--- src/rtl/if_else_dispatch.sv ---
// Split side of the if/else datapath: routes each operand word to the if- or
// else-branch FIFO by the selector condition, tagging it with a sequence number.

module if_else_dispatch_fifo #(
  parameter int DATA_W = 32,
  parameter int SEQ_W  = 8,
  parameter int DEPTH  = 4
) (
  input  logic              clk,
  input  logic              rst_n,
  input  logic              i_flush,
  input  logic              i_push,
  input  logic [DATA_W-1:0] i_data,
  input  logic [SEQ_W-1:0]  i_seq,
  input  logic              i_pop,
  output logic              o_valid,
  output logic [DATA_W-1:0] o_data,
  output logic [SEQ_W-1:0]  o_seq,
  output logic              o_full
);

  localparam int PTR_W = (DEPTH > 1) ? $clog2(DEPTH) : 1;
  localparam int OCC_W = $clog2(DEPTH + 1);

  logic [DATA_W-1:0] r_mem_data [DEPTH];
  logic [SEQ_W-1:0]  r_mem_seq  [DEPTH];
  logic [PTR_W-1:0]  r_wr_ptr;
  logic [PTR_W-1:0]  r_rd_ptr;
  logic [OCC_W-1:0]  r_occ;
  logic              w_push;
  logic              w_pop;

  assign o_valid = (r_occ != '0);
  assign o_full  = (r_occ == OCC_W'(DEPTH));
  assign w_push  = i_push && !o_full && !i_flush;
  assign w_pop   = i_pop && o_valid && !i_flush;

  // Head is forced to zero when empty so idle outputs never show stale words.
  assign o_data = o_valid ? r_mem_data[r_rd_ptr] : '0;
  assign o_seq  = o_valid ? r_mem_seq[r_rd_ptr]  : '0;

  always_ff @(posedge clk or negedge rst_n) begin
    if (!rst_n) begin
      r_wr_ptr <= '0;
      r_rd_ptr <= '0;
      r_occ    <= '0;
    end else if (i_flush) begin
      r_wr_ptr <= '0;
      r_rd_ptr <= '0;
      r_occ    <= '0;
    end else begin
      if (w_push) r_wr_ptr <= r_wr_ptr + PTR_W'(1);
      if (w_pop)  r_rd_ptr <= r_rd_ptr + PTR_W'(1);
      if (w_push && !w_pop)      r_occ <= r_occ + OCC_W'(1);
      else if (!w_push && w_pop) r_occ <= r_occ - OCC_W'(1);
    end
  end

  always_ff @(posedge clk) begin
    if (w_push) begin
      r_mem_data[r_wr_ptr] <= i_data;
      r_mem_seq[r_wr_ptr]  <= i_seq;
    end
  end

endmodule

module if_else_dispatch #(
  parameter int          DATA_W    = 32,
  parameter int          DEPTH     = 4,
  parameter int          SEQ_W     = 8,
  parameter logic [31:0] COND_MASK = 32'h0000_0001
) (
  input  logic              clk,
  input  logic              reset,
  input  logic              flush,
  input  logic              in_valid,
  output logic              in_ready,
  input  logic [31:0]       input_bit,
  input  logic [DATA_W-1:0] in_data,
  output logic              if_valid,
  input  logic              if_ready,
  output logic [DATA_W-1:0] if_data,
  output logic [SEQ_W-1:0]  if_seq,
  output logic              else_valid,
  input  logic              else_ready,
  output logic [DATA_W-1:0] else_data,
  output logic [SEQ_W-1:0]  else_seq,
  output logic [15:0]       if_count,
  output logic [15:0]       else_count
);

  logic [SEQ_W-1:0] r_seq;
  logic [15:0]      r_if_count;
  logic [15:0]      r_else_count;
  logic             w_cond;
  logic             w_accept;
  logic             w_if_full;
  logic             w_else_full;

  assign w_cond   = |(input_bit & COND_MASK);
  // Ready looks only at registered occupancy; a pop while full frees space next cycle.
  assign in_ready = !w_if_full && !w_else_full;
  assign w_accept = in_valid && in_ready && !flush;

  assign if_count   = r_if_count;
  assign else_count = r_else_count;

  always_ff @(posedge clk or negedge reset) begin
    if (!reset) begin
      r_seq        <= '0;
      r_if_count   <= '0;
      r_else_count <= '0;
    end else if (flush) begin
      r_seq <= '0;
    end else if (w_accept) begin
      r_seq <= r_seq + SEQ_W'(1);
      if (w_cond) r_if_count   <= r_if_count + 16'd1;
      else        r_else_count <= r_else_count + 16'd1;
    end
  end

  if_else_dispatch_fifo #(
    .DATA_W (DATA_W),
    .SEQ_W  (SEQ_W),
    .DEPTH  (DEPTH)
  ) u_if_fifo (
    .clk     (clk),
    .rst_n   (reset),
    .i_flush (flush),
    .i_push  (w_accept && w_cond),
    .i_data  (in_data),
    .i_seq   (r_seq),
    .i_pop   (if_ready),
    .o_valid (if_valid),
    .o_data  (if_data),
    .o_seq   (if_seq),
    .o_full  (w_if_full)
  );

  if_else_dispatch_fifo #(
    .DATA_W (DATA_W),
    .SEQ_W  (SEQ_W),
    .DEPTH  (DEPTH)
  ) u_else_fifo (
    .clk     (clk),
    .rst_n   (reset),
    .i_flush (flush),
    .i_push  (w_accept && !w_cond),
    .i_data  (in_data),
    .i_seq   (r_seq),
    .i_pop   (else_ready),
    .o_valid (else_valid),
    .o_data  (else_data),
    .o_seq   (else_seq),
    .o_full  (w_else_full)
  );

endmodule

--- config.mk ---
export PLATFORM = sky130hd
export DESIGN_NAME = if_else_dispatch
export DESIGN_NICKNAME = d
export VERILOG_FILES = /design/src/rtl/if_else_dispatch.sv
export SDC_FILE = /design/constraint.sdc
export NUM_CORES = 1
export LEC_CHECK = 0
export ABC_AREA = 1
export BUFFER_PORTS_ARGS = -buffer_cell sky130_fd_sc_hd__buf_2
export CORE_ASPECT_RATIO = 1.25
export CORE_MARGIN = 2
export CORE_UTILIZATION = 54
export CTS_BUF_LIST = sky130_fd_sc_hd__clkbuf_4 sky130_fd_sc_hd__clkbuf_8 sky130_fd_sc_hd__clkbuf_16
export DETAILED_ROUTE_END_ITERATION = 6
export HOLD_SLACK_MARGIN = 0.03
export PLACE_DENSITY_LB_ADDON = 0.05
export SYNTH_ARGS = -nofsm -noshare
export SYNTH_HDL_FRONTEND = slang
export SYNTH_SLANG_ARGS = --single-unit
--- constraint.sdc ---
create_clock -name clk -period 9.1 [get_ports clk]
set_input_delay 0.455 -clock clk [delete_from_list [all_inputs] [get_ports clk]]
set_output_delay 0.455 -clock clk [all_outputs]
set_load 0.03 [all_outputs]
; ---- Word-level counts from Yosys, hierarchy flattened
; Memory sizes are Yosys's and may differ from the RTL's.
; Cells that the tools add are included.
; W data, S select, Z words.
[word_totals]
memories = 4
ff_bits = 54
ramBits = 320
elab_cells = 88
out_inout_bits = 115
[memory_table]
columns = memory, depth, width, rd, rd_ports_with_merged_regs, wr, line_no
row1 = u_else_fifo.r_mem_data, 4, 32, 1, 0, 1, 25  ; logic [DATA_W-1:0] r_mem_data [DEPTH];
row2 = u_if_fifo.r_mem_data, 4, 32, 1, 0, 1, 25
row3 = u_else_fifo.r_mem_seq, 4, 8, 1, 0, 1, 26  ; logic [SEQ_W-1:0] r_mem_seq [DEPTH];
row4 = u_if_fifo.r_mem_seq, 4, 8, 1, 0, 1, 26
[classes]
n_mux = 24
bitwise = 2
eq_ne = 2
add_sub_neg = 11
n_reduce_logical = 36
[op_table]
columns = op, count
row1 = $mux W32, 2
row2 = $add A16 B1 Y16 const B, 2
row3 = $mux W8, 4
row4 = $mux W3, 6
row5 = $logic_and A1 B1 Y1, 17
row6 = $mux W2, 8
row7 = $reduce_bool A3 Y1, 4
row8 = $reduce_bool A2 Y1, 5
row9 = $add A2 B1 Y2 const B, 4
row10 = $add A8 B1 Y8 const B, 1
row11 = $logic_not A1 Y1, 8
row12 = $add A3 B1 Y3 const B, 2
row13 = $eq A3 B3 Y1 const B, 2
row14 = $reduce_and A3 Y1, 2
row15 = $sub A3 B1 Y3 const B, 2
row16 = $mux W1, 4
row17 = $not A1 Y1, 2

; ---- Longest topological paths before layout
[depth]
word_depth = 13
mapped_depth = 13
ltp_nobuf = 13

; ---- Cells and area by module
; Synthesis repeated with hierarchy kept, for this count alone.
[unflattened]
hier_cells = 1397
area_unflattened_um2 = 15667.5
[by_module_without_submodules]
columns = module, seq_area_each_um2, instances, cells_per_inst, area_each_um2
row1 = if_else_dispatch_fifo at u_else_fifo, 4979.8, 1, 539, 6702.7
row2 = if_else_dispatch_fifo at u_if_fifo, 4979.8, 1, 539, 6680.2
row3 = if_else_dispatch, 1001.0, 1, 319, 2284.7

; ---- Worst setup path before layout
; No wires, ideal clock.
[synth_timing]
kind = input to register
from = input port flush
to = memory u_else_fifo.r_mem_data[0][0], enable pin
cell_stages = 5
path_slack_ns = 5.841
n_path_buf = 2
t_required_ns = 8.663
setup_ns = 0.437
t_arrival_ns = 2.822
cell_sequence = buf_2 > nor2_8 > nand2_4 > buf_2 > nor2_1
[synth_between]
elab_chain_len = 7
[synth_rtl]
columns = item, line_no
row1 = from (decl), 76  ; input logic flush,
row2 = $logic_not A1 Y1 (*), "35, 104"
row3 = $logic_and A1 B1 Y1, 104  ; assign w_accept = in_valid && in_ready && !flush;
row4 = $logic_and A1 B1 Y1, 149  ; .i_push (w_accept && !w_cond),
row5 = $logic_and A1 B1 Y1, 35  ; assign w_push = i_push && !o_full && !i_flush;
row6 = $logic_and A1 B1 Y1 (*), 35
row7 = $mux W1 (*), 60  ; if (w_push) begin
row8 = $mux W1 (not written as such) (*), 61  ; r_mem_data[r_wr_ptr] <= i_data;
row9 = to (decl), 25
; Every way passes the cells marked *; elsewhere a longest branch is shown, timed or not.

; ---- Worst setup path in the final report
[layout_timing]
from = register u_else_fifo.r_rd_ptr[0]
to = output port else_seq[6]
[layout_between]
elab_chain_len = 2
[layout_rtl]
columns = item, line_no
row1 = from (decl), 28  ; logic [PTR_W-1:0] r_rd_ptr;
row2 = from (signal assigned), 53  ; if (w_pop) r_rd_ptr <= r_rd_ptr + PTR_W'(1);
row3 = $mem_v2 Z4 W8, n/a
row4 = $mux W8, 40  ; assign o_seq = o_valid ? r_mem_seq[r_rd_ptr] : '0;
row5 = to (decl), 88  ; output logic [SEQ_W-1:0] else_seq,
; Every way passes these cells.

==> flow_metrics.tcl <==
set metrics [dict create \
    final.setup.tns_ns 0 \
    p_leak_uw 0.006739 \
    grt-busiest-layer "met2" \
    drv_slew 0 \
    reg2reg_slack_ns 6.56 \
    cp_top_family "buffers and inverters" \
    synthToLayoutAreaGrowth_pct 14.99 \
    die_y_um 192.9 \
    cts_root_buf "clkbuf_16" \
    synth_warnings 0 \
    synth_mux_area_frac 0 \
    min_period_over_period 0.4022 \
    crit_required_ns 8.65 \
    swShare 0.3678 \
    synth_area_leaders "edfxtp_1, dfrtp_1, nor2_1" \
    ys_seq_area_frac 0.7109 \
    yosysUniqueCellTypes 38 \
    clock_skew_ns 0.01684 \
    path_max_fanout 81 \
    final_layout_size_suffix_gt1_frac 0.1731 \
    die_area_um2 29930 \
    clock_path_buffers 3 \
    netlist_instances 1335 \
    worst_setup_path_start_kind "flop" \
    die_w_um 155.1 \
    ys_seq_elements 374 \
    pwr-share-seq 0.398 \
    yosysMostFrequentCell "nor2_1" \
    crit_chain "buf_4 > inv_2 > buf_4 > o21ai_0 > a21oi_1 > buf_2" \
    ant_nets 0 \
    cts_tree "done" \
    cts.clk_slew.worst_paths_ns 0.06 \
    num_rows 69 \
    cts_buffers 37 \
    status "completed" \
    dr_total_vias 10230 \
    use_met3 0.03346 \
    p_per_area_nw_per_um2 285.5 \
    synth_top_family_by_area "simple AND/OR/NAND/NOR gates" \
    period_minus_slack_ns 3.660 \
    setup_viol 0 \
    synth_compound_area_frac 0.08845 \
    p_int_uw 3199 \
    max_slew_margin 0.3220 \
    reg2reg_from "u_else_fifo.r_rd_ptr[0]" \
    combPwrFrac 0.313 \
    use_met1 0.3043 \
    synth_adder_area_share 0.01152 \
    synthTopCellsByCount "nor2_1, edfxtp_1, o21ai_0" \
    final_hold_viol_count 0 \
    drt_iter0_drc 690 \
    gp_congestion 0.8359 \
    ys.flop_type "edfxtp_1" \
    globalRouteMet2Util 0.4157 \
    critPathSlowestCell "buf_4" \
    drc 0 \
    cp_num_buf_inv 4 \
    grt_pass1_wl_um 54210 \
    synth_top_area_share 0.6232 \
    power.total_uw 5061 \
    routedWlPerCell_um 18.68 \
    start_util 0.5462 \
    rsz0062_at_grt "false" \
    core_um2 28230 \
    fmax_ghz 0.2732 \
    maxCapViolCount 0 \
    antenna_found_initial 1 \
    post-cts-setup-buffers 0 \
    final_cells 1864 \
    place_hpwl_um 18430 \
    htree_num_levels 2 \
    synth_enable_flop_cells 320 \
    synth-xor-area-share 0.01704 \
    dr.pass1.iters 5 \
    pin_count 185 \
    grt_pass1_vias 10050 \
    vdd_drop_max_mv 0.2123 \
    reg2reg_depth 6 \
    worst_slew_pin_slew_ns 1.017 \
    synth_simple_gate_area_frac 0.1391 \
    crit_type "flop to output port" \
    viasPerCell 5.489 \
    syn_area_per_cell_um2 11.55 \
    slowest_delay_ns 0.58 \
    grt_usage 0.2360 \
    worstReg2RegEnd "u_else_fifo.r_rd_ptr[1]" \
    switchingPower_uw 1862 \
    nNetsFinal 1562 \
    hp-class "input pin to asynchronous set/reset pin" \
    grt_start_max_net_pins 82 \
    syn-num-nets 1418 \
    crit_top_cell "buf_4" \
    yosysTopAreaCell "edfxtp_1" \
    syn_area_um2 15420 \
    grt-ovfl-total 0 \
    critical_path_arrival_ns 3.21 \
    ctsResizeCount 0 \
    port_buffers 153 \
    insertion_delay_ns 0.52 \
    dp_cells 1795 \
    cts_sinks 374 \
    power_frac_clock 0.290 \
    wirelength_um 34810 \
    async_flop_share 0.1444 \
    postCtsHoldBufs 0 \
    cp-end-kind "output port" \
]
worst register-to-register path, cell delays in order (launching register included):
cell     delay, ns
dfrtp_2       0.34
buf_4         0.74
inv_2         0.43
buf_4         0.44
nor2_1        0.26
o21ai_0       0.10
a21oi_1       0.17
power groups by stage:
stage	clock network [uW]	logic, uW	registers (uW)
after floorplan	0	1040	2090
after global placement	0	1580	2050
after detailed placement	0	1600	2050
after CTS	1490	1600	2010
after global routing	1560	1720	2020
final	1470	1580	2010
sequential cells by signal (all words and copies together) (netlist names):
signal	count
else_count	16
if_count	16
r_seq	8
u_else_fifo.r_mem_data	128
u_else_fifo.r_mem_seq	32
u_else_fifo.r_occ	3
u_else_fifo.r_rd_ptr	2
u_else_fifo.r_wr_ptr	2
u_if_fifo.r_mem_data	128
u_if_fifo.r_mem_seq	32
u_if_fifo.r_occ	3
u_if_fifo.r_rd_ptr	2
u_if_fifo.r_wr_ptr	2
worst max-delay path by stage:
stage | startpoint | endpoint | slack (ns) | cells after the start
after floorplan | flush | u_else_fifo.r_mem_data[0][0] | 5.84 | 5
after global placement | u_else_fifo.r_rd_ptr[0] | else_seq[6] | 5.96 | 6
after detailed placement | u_else_fifo.r_rd_ptr[0] | else_seq[6] | 5.94 | 6
after CTS | u_else_fifo.r_rd_ptr[0] | else_seq[6] | 5.37 | 6
after global routing | u_else_fifo.r_rd_ptr[0] | else_data[28] | 5.26 | 6
final | u_else_fifo.r_rd_ptr[0] | else_seq[6] | 5.44 | 6
final cells by class:
class | count | area [um2]
sequential | 374 | 10960
tap | 355 | 444.2
antenna | 1 | 2.502
timing repair buffer | 172 | 908.4
clock inverter | 19 | 112.6
fill | 2247 | 10500
multi-input combinational | 836 | 4009
clock buffer | 49 | 1070
inverter | 58 | 220.2
routing by layer:
| metal | part of all wire | up-vias |
|---|---|---|
| li1 | - | 4889 |
| met1 | 0.41 | 5005 |
| met2 | 0.51 | 281 |
| met3 | 0.051 | 56 |
| met4 | 0.025 | 0 |
| met5 | 0 | - |
placed cells by master (no fill, tap or decap), types with 11 or more instances in the layout:
cell,Yosys,final
a21oi_1,87,87
buf_2,15,153
buf_4,1,19
clkbuf_16,0,39
dfrtp_1,54,52
edfxtp_1,320,320
ha_1,11,11
inv_1,53,53
nand2_1,100,100
nand3_1,26,26
nand4_1,11,11
nor2_1,354,346
o21ai_0,160,160
o21ai_1,23,23
xnor2_1,15,15
xor2_1,15,15
through the flow:
step / setup slack (ns) / hold WS [ns] / utilization / area (um2)
6_report: 5.440 / 0.06546 / 0.6280 / 17730
5_1_grt: 5.257 / 0.1169 / 0.6280 / 17730
4_1_cts: 5.375 / 0.08197 / 0.6279 / 17730
3_5_place_dp: 5.939 / 0.5249 / 0.5860 / 16540
3_3_place_gp: 5.955 / 0.5088 / 0.5860 / 16540
2_1_floorplan: 5.841 / 0.1594 / - / 15420
kinds of logic after synthesis:
| group | Yosys count |
|---|---|
| simple gates | 521 |
| flops | 374 |
| compound gates | 272 |
| buf+inv | 125 |
| xor+xnor | 30 |
| fa+ha+maj | 13 |
No activity file was read; power rests on OpenSTA's default activity.
